$ cat src/rtl/ecg_pkg.sv
// rtl/ecg_pkg.sv - shared ECG beat constants, window feeder state enum and window-count helper
package ecg_pkg;

  localparam int DATA_W    = 32;
  localparam int N_SAMPLES = 187;

  typedef enum logic [1:0] {
    IDLE,
    FETCH,
    LOAD,
    OUT
  } win_state_t;

  // Windows per beat: one per padded position with "same" padding, else only fully-populated ones.
  function automatic int win_count(input int n, input int k, input bit pad);
    return pad ? n : n - k + 1;
  endfunction

endpackage

$ cat src/rtl/ecg_window_feeder.sv
// rtl/ecg_window_feeder.sv - stride-1 KERNEL-sample window streamer over the input ROM read port
// ECG_WIN_PAD_EN selects "same" zero padding of (KERNEL-1)/2 samples on each side.
module ecg_window_feeder #(
  parameter int DATA_W    = ecg_pkg::DATA_W,
  parameter int N_SAMPLES = ecg_pkg::N_SAMPLES,
  parameter int KERNEL    = 5,
  parameter int ADDR_W    = 8
) (
  input  logic                     i_clk,
  input  logic                     i_rst_n,
  input  logic                     i_start,
  output logic [ADDR_W-1:0]        o_sample_addr,
  input  logic [DATA_W-1:0]        i_sample_data,
  output logic                     o_win_valid,
  input  logic                     i_win_ready,
  output logic [KERNEL*DATA_W-1:0] o_win_data,
  output logic [ADDR_W-1:0]        o_win_idx,
  output logic                     o_busy,
  output logic                     o_done
);
  import ecg_pkg::*;

`ifdef ECG_WIN_PAD_EN
  localparam bit PAD_EN = 1'b1;
`else
  localparam bit PAD_EN = 1'b0;
`endif

  localparam int PAD    = PAD_EN ? (KERNEL - 1) / 2 : 0;
  localparam int N_WIN  = win_count(N_SAMPLES, KERNEL, PAD_EN);
  localparam int POS_W  = ADDR_W + 1;
  localparam int FILL_W = $clog2(KERNEL);
  localparam int WIN_W  = KERNEL * DATA_W;

  localparam logic [POS_W-1:0]  PAD_P    = POS_W'(PAD);
  localparam logic [POS_W-1:0]  N_LIM    = POS_W'(N_SAMPLES);
  localparam logic [ADDR_W-1:0] LAST_IDX = ADDR_W'(N_WIN - 1);
  localparam logic [FILL_W-1:0] FULL     = FILL_W'(KERNEL - 1);

  win_state_t         r_state;
  win_state_t         w_next_state;
  logic [POS_W-1:0]   r_pos;
  logic [FILL_W-1:0]  r_fill;
  logic [ADDR_W-1:0]  r_idx;
  logic [WIN_W-1:0]   r_win;
  logic               r_done;

  logic               w_accept;
  logic               w_hs;
  logic               w_last;
  logic               w_in_range;
  logic [POS_W-1:0]   w_src;
  logic [DATA_W-1:0]  w_load;

  // Leading pad positions wrap to large unsigned values, so one compare covers both edges.
  assign w_src      = r_pos - PAD_P;
  assign w_in_range = (w_src < N_LIM);
  assign w_load     = w_in_range ? i_sample_data : '0;

  assign w_accept = (r_state == IDLE) && i_start && !r_done;
  assign w_hs     = (r_state == OUT) && i_win_ready;
  assign w_last   = (r_idx == LAST_IDX);

  assign o_sample_addr = w_in_range ? w_src[ADDR_W-1:0] : '0;
  assign o_win_data    = r_win;
  assign o_win_idx     = r_idx;
  assign o_done        = r_done;

  always_ff @(posedge i_clk or negedge i_rst_n) begin
    if (!i_rst_n) begin
      r_state <= IDLE;
    end else begin
      r_state <= w_next_state;
    end
  end

  always_comb begin
    w_next_state = r_state;
    o_win_valid  = 1'b0;
    o_busy       = 1'b1;
    unique case (r_state)
      IDLE: begin
        o_busy = 1'b0;
        if (w_accept) w_next_state = FETCH;
      end
      FETCH: w_next_state = LOAD;
      LOAD:  w_next_state = (r_fill == FULL) ? OUT : FETCH;
      OUT: begin
        o_win_valid = 1'b1;
        if (i_win_ready) w_next_state = w_last ? IDLE : FETCH;
      end
      default: w_next_state = IDLE;
    endcase
  end

  always_ff @(posedge i_clk or negedge i_rst_n) begin
    if (!i_rst_n) begin
      r_pos  <= '0;
      r_fill <= '0;
      r_idx  <= '0;
      r_win  <= '0;
      r_done <= 1'b0;
    end else begin
      r_done <= 1'b0;
      if (w_accept) begin
        r_pos  <= '0;
        r_fill <= '0;
        r_idx  <= '0;
      end
      if (r_state == LOAD) begin
        // Newest sample enters the top slice; slice 0 always holds the oldest.
        r_win <= {w_load, r_win[WIN_W-1:DATA_W]};
        r_pos <= r_pos + 1'b1;
        if (r_fill != FULL) r_fill <= r_fill + 1'b1;
      end
      if (w_hs) begin
        if (w_last) r_done <= 1'b1;
        else        r_idx  <= r_idx + 1'b1;
      end
    end
  end

endmodule

$ cat config.mk
export PLATFORM = sky130hd
export DESIGN_NAME = ecg_window_feeder
export DESIGN_NICKNAME = d
export VERILOG_FILES = /design/src/rtl/ecg_pkg.sv /design/src/rtl/ecg_window_feeder.sv
export SDC_FILE = /design/constraint.sdc
export NUM_CORES = 1
export LEC_CHECK = 0
export CORE_UTILIZATION = 25
export CTS_CLUSTER_DIAMETER = 30
export DETAILED_ROUTE_END_ITERATION = 8
export GPL_TIMING_DRIVEN = 0
export SYNTH_ARGS = -nofsm -noshare
export SYNTH_HDL_FRONTEND = slang
export SYNTH_SLANG_ARGS = --single-unit
$ cat constraint.sdc
create_clock -name i_clk -period 1.7 [get_ports i_clk]
set_clock_uncertainty 0.2 [all_clocks]
set_input_delay 0.17 -clock i_clk [delete_from_list [all_inputs] [get_ports i_clk]]
set_output_delay 0.17 -clock i_clk [all_outputs]
set_load 0.02 [all_outputs]
Word level (Yosys, flattened, before mapping)
Index checks and enable logic that the tools add are counted.
{"block": "word_totals", "reg_bits": 183, "out_inout_bits": 179}
{"block": "op_classes", "addsub": 3, "n_lt_le_gt_ge": 1, "eq_ne": 8, "muxes": 19, "reduce_logical": 7}
{"op": "$mux 32", "count": 1}
{"op": "$mux 8", "count": 4}
{"op": "$mux 9", "count": 2}
{"op": "$add 9x1->9 const B", "count": 1}
{"op": "$lt 9x8->1 const B", "count": 1}
{"op": "$mux 3", "count": 3}
{"op": "$add 8x1->8 const B", "count": 1}
{"op": "$eq 8x8->1 const B", "count": 1}
{"op": "$pmux 2 s4", "count": 1}
{"op": "$mux 2", "count": 3}
{"op": "$mux 1", "count": 5}
{"op": "$eq 2x2->1 const B", "count": 2}
{"op": "$ne 2x2->1 const B", "count": 2}
{"op": "$add 3x1->3 const B", "count": 1}
{"op": "$eq 3x3->1 const B", "count": 1}
{"op": "$logic_and 1x1->1", "count": 3}
{"op": "$ne 3x3->1 const B", "count": 1}
{"op": "$eq 2x1->1 const B", "count": 1}
{"op": "$logic_not 2->1", "count": 1}
{"op": "$reduce_and 2->1", "count": 1}
{"op": "$reduce_bool 2->1", "count": 1}
{"op": "$logic_not 1->1", "count": 1}

Longest topological paths before layout
{"block": "depth", "word_depth": 6, "mapped_depth": 6, "mapped_depth_nobuf": 5}

Worst setup path before layout
OpenSTA, ideal clock, no wires.
{"block": "synth_path", "path_kind": "reg2out", "start": "register r_pos[2]", "end": "output o_sample_addr[7]", "arrival_time_ps": 1438, "setup_slack_ps": -108, "path_stages_with_launch": 5, "n_path_buf": 1, "cell_sequence": "dfrtp_1 -> clkbuf_2 -> a21oi_1 -> nor2_1 -> nor4_1"}
{"block": "synth_between", "elab_chain_len": 2}
{"element": "start: declaration", "line_no": "ecg_window_feeder.sv:42", "rtl": "logic [POS_W-1:0] r_pos;"}
{"element": "start signal: assignment", "line_no": "ecg_window_feeder.sv:113", "rtl": "r_pos <= r_pos + 1'b1;"}
{"element": "$lt 9x8->1", "line_no": "ecg_window_feeder.sv:57", "rtl": "assign w_in_range = (w_src < N_LIM);"}
{"element": "$mux 8", "line_no": "ecg_window_feeder.sv:64", "rtl": "assign o_sample_addr = w_in_range ? w_src[ADDR_W-1:0] : '0;"}
{"element": "end: declaration", "line_no": "ecg_window_feeder.sv:12", "rtl": "output logic [ADDR_W-1:0] o_sample_addr,"}
No other way between the ends.

Worst setup path after layout
{"block": "layout_path", "start": "register r_pos[0]", "end": "output o_sample_addr[5]"}
Same word-level chain as after synthesis.

==> impl_metrics.env <==
export IMPL_holdWs_ps=80.13
export IMPL_utilization_pct=38.75
export IMPL_synth_seq_area_share_pct=61.54
export IMPL_antenna_found_initial=2
export IMPL_synth_seq_cells=183
export IMPL_cts_root_buffer="clkbuf_16"
export IMPL_start_util_pct=25.65
export IMPL_drt_iter0_markers=304
export IMPL_dr_total_vias=6377
export IMPL_wl_per_cell_um=16.02
export IMPL_worstSetupStartpointType="register"
export IMPL_end_kind="output pin"
export IMPL_synth_xor_area_share_pct=0
export IMPL_drc=0
export IMPL_finalSetupViolations=22
export IMPL_wl_met2_um=11990
export IMPL_async_flop_share_pct=100.0
export IMPL_synth_flop_cell="dfrtp_1"
export IMPL_worst_ir_drop_vdd_mv=0.7113
export IMPL_slowest_stage="dfrtp_2"
export IMPL_design_area_um2=11240
export IMPL_failed_checks="negative setup slack"
export IMPL_p_leak_nw=6.015
export IMPL_syn_num_nets=864
export IMPL_final_cells=1486
export IMPL_final_setup_tns_ps=-2923
export IMPL_yosysWarnings=0
export IMPL_synth_edff_count=0
export IMPL_fmax_mhz=503.0
export IMPL_synth_adder_area_share_pct=0.8408
export IMPL_placed_cell_area_um2=10100
export IMPL_worstMarginPinSlew_ps=625.1
export IMPL_cap_violations=0
export IMPL_track_usage_pct=16.08
export IMPL_cp_arrival_ps=1620
export IMPL_top_layer_used="met4"
export IMPL_p_per_area_nw_per_um2=1886
export IMPL_die_y_um=174.5
export IMPL_grt_pass1_vias=6340
export IMPL_wl_met3_um=1039
export IMPL_wl_um=23800
export IMPL_critPathMaxStageDelay_ps=460
export IMPL_cpMostUsedCell="buf_6"
export IMPL_netlist_instances=823
export IMPL_boundaryPins=215
export IMPL_grt_first_pass_wirelength_um=37520
export IMPL_dr_pass1_iters=4
export IMPL_place_inst=1422
export IMPL_place_congestion=0.7877
export IMPL_clk_latency_ps=430
export IMPL_port_buffers=214
export IMPL_rsz0062_at_grt="yes"
export IMPL_fp_dieW_um=174.5
export IMPL_grt_overflow_total=0
export IMPL_dieArea_um2=30460
export IMPL_cp_max_fo=7
export IMPL_synth_top_family_by_area="simple AND/OR/NAND/NOR gates"
export IMPL_cts_tree="built"
export IMPL_synth_area_mux_share_pct=1.228
export IMPL_vias_per_cell=4.291
export IMPL_avgSynthCellArea_um2=9.041
export IMPL_netlist_area_um2=7441
export IMPL_grt_max_degree=107
export IMPL_finalHoldViolCount=0
export IMPL_drive_gt1_share_pct=17.73
export IMPL_clkTransAtPathRegs_ps=80
export IMPL_synthDistinctLibCells=46
export IMPL_worst_endpoint_required_ps=1330
export IMPL_hp_class="primary input to register"
export IMPL_status="finished with violations"
export IMPL_synthSimpleGateAreaFrac_pct=27.49
export IMPL_path_cells="a21oi_4 -> o31ai_4 -> buf_6 -> nor2_2 -> buf_6"
export IMPL_nets=1128
export IMPL_crit_type="register to output pin"
export IMPL_clock_path_buffers=2
export IMPL_dp_hpwl_um=16980
export IMPL_cts_htree_levels=4
export IMPL_drt_met1_wl_um=10210
export IMPL_core_area_um2=29010
export IMPL_ant_nets=0
export IMPL_synth_compound_gate_area_share_pct=5.263
export IMPL_finalCriticalPeriod_ps=1988
export IMPL_relSlewSlack_pct=58.33
export IMPL_cts_buffers=17
export IMPL_fin_crit_sh_pct=116.9
export IMPL_layout_setup_ws_ps=-287.9
export IMPL_slew_violations=0
export IMPL_clock_sinks=183
export IMPL_placementRows=62
export IMPL_area_delta_synth_final_pct=51.08
[synthesized netlist by cell type, drive strengths merged, types with 5 or more instances]
library cell  number  area share, %
mux2i              8            1.1
clkbuf            10           0.52
buf               35            2.6
ha                 5           0.84
a21oi              6           0.40
inv               11           0.55
o31ai              7           0.89
o21ai             35            2.4
o211ai             5           0.71
dfrtp            183             62
nor2               7           0.35
nand2            465             23
nand3              9           0.74
[repair_timing]
item,CTS,global route
gates cloned,4,0
setup buffers,19,13
setup endpoints to repair,358,130
hold endpoints to repair,77,0
resized for setup,379,44
hold buffers,1,0
pin swaps,34,18
[power by group]
group | internal [mW] | total (mW) | switching [mW]
combinational | 3.86 | 9.94 | 6.08
clock | 2.08 | 3.97 | 1.89
sequential | 5.97 | 7.29 | 1.32
[sequential cells by signal, summed over array words and instances (netlist names)]
register	flops
o_win_idx	8
r_pos	9
r_fill	3
o_win_data	160
o_done	1
r_state	2
[metal layers]
layer / vias to the layer above / global-route usage (%)
met3: 32 / 3.215
met4: 0 / 5.580
met2: 152 / 27.51
met5: - / 0
met1: 3036 / 20.11
li1: 3157 / -
[area by class of cell]
| cell class | instances | area [um2] |
|---|---|---|
| Antenna cell | 2 | 5.005 |
| Buffer | 44 | 382.9 |
| Clock buffer | 17 | 425.4 |
| Clock inverter | 15 | 158.9 |
| Fill cell | 3014 | 17770 |
| Inverter | 11 | 41.29 |
| Multi-Input combinational cell | 584 | 2849 |
| Sequential cell | 183 | 4592 |
| Tap cell | 384 | 480.5 |
| Timing Repair Buffer | 246 | 2307 |
[cell usage in the layout (no fill, tap or decap), types with 3 or more instances in the layout]
master and count:
a21oi_2 3, buf_6 20, buf_2 3, buf_8 7, ha_1 5, nand2_2 8
o21ai_1 7, dfrtp_1 173, nor2_2 3, nand3_1 6, clkdlybuf4s50_1 34, clkbuf_2 4
nand2_1 457, inv_6 4, buf_4 38, nor3_1 3, clkbuf_4 7, inv_1 10
clkinv_4 3, o211ai_2 3, inv_8 3, mux2i_1 8, buf_12 5, dlygate4sd2_1 168
clkbuf_16 17, o21ai_2 28, dfrtp_2 10, o31ai_1 5
[path summary, 6_finish.rpt]
check | slack (ps) | start | depth (start not counted) | to
max | -290 | r_pos[0]$_DFFE_PN0P_ | 5 | o_sample_addr[5]
min | 80 | i_sample_data[26] | 3 | o_win_data[154]$_DFFE_PN0P_
max reg2reg | -120 | r_state[0]$_DFFE_PN0P_ | 5 | r_pos[3]$_DFFE_PN0P_
max in group asynchronous | 140 | i_rst_n | 3 | r_pos[6]$_DFFE_PN0P_
min reg2reg | 270 | o_win_data[8]$_DFFE_PN0P_ | 2 | o_win_data[8]$_DFFE_PN0P_
min in group asynchronous | 110 | i_rst_n | 2 | o_win_data[17]$_DFFE_PN0P_
[cell families after synthesis]
logic type / Yosys count
and+or+nand+nor: 509
DFF: 183
AOI/OAI and AO/OA: 61
buffers and inverters: 56
muxes: 9
adders and majority gates: 5
[per-stage QoR]
stage	setup WS (ps)	power [mW]
detailed placement	-784.7	17.15
global placement	-8428	17.00
floorplan	6.183	12.20
global route	-363.2	22.66
finish	-287.9	21.20
CTS	-319.2	21.25
[worst max-delay path: cells and delay by family, from the launching register on]
family	cells	cell delay (ps)
flip-flops	1	460
AO/OA/AOI/OAI	2	370
buffers and inverters	2	310
AND/OR/NAND/NOR	1	50
No activity file was read; power rests on OpenSTA's default activity.
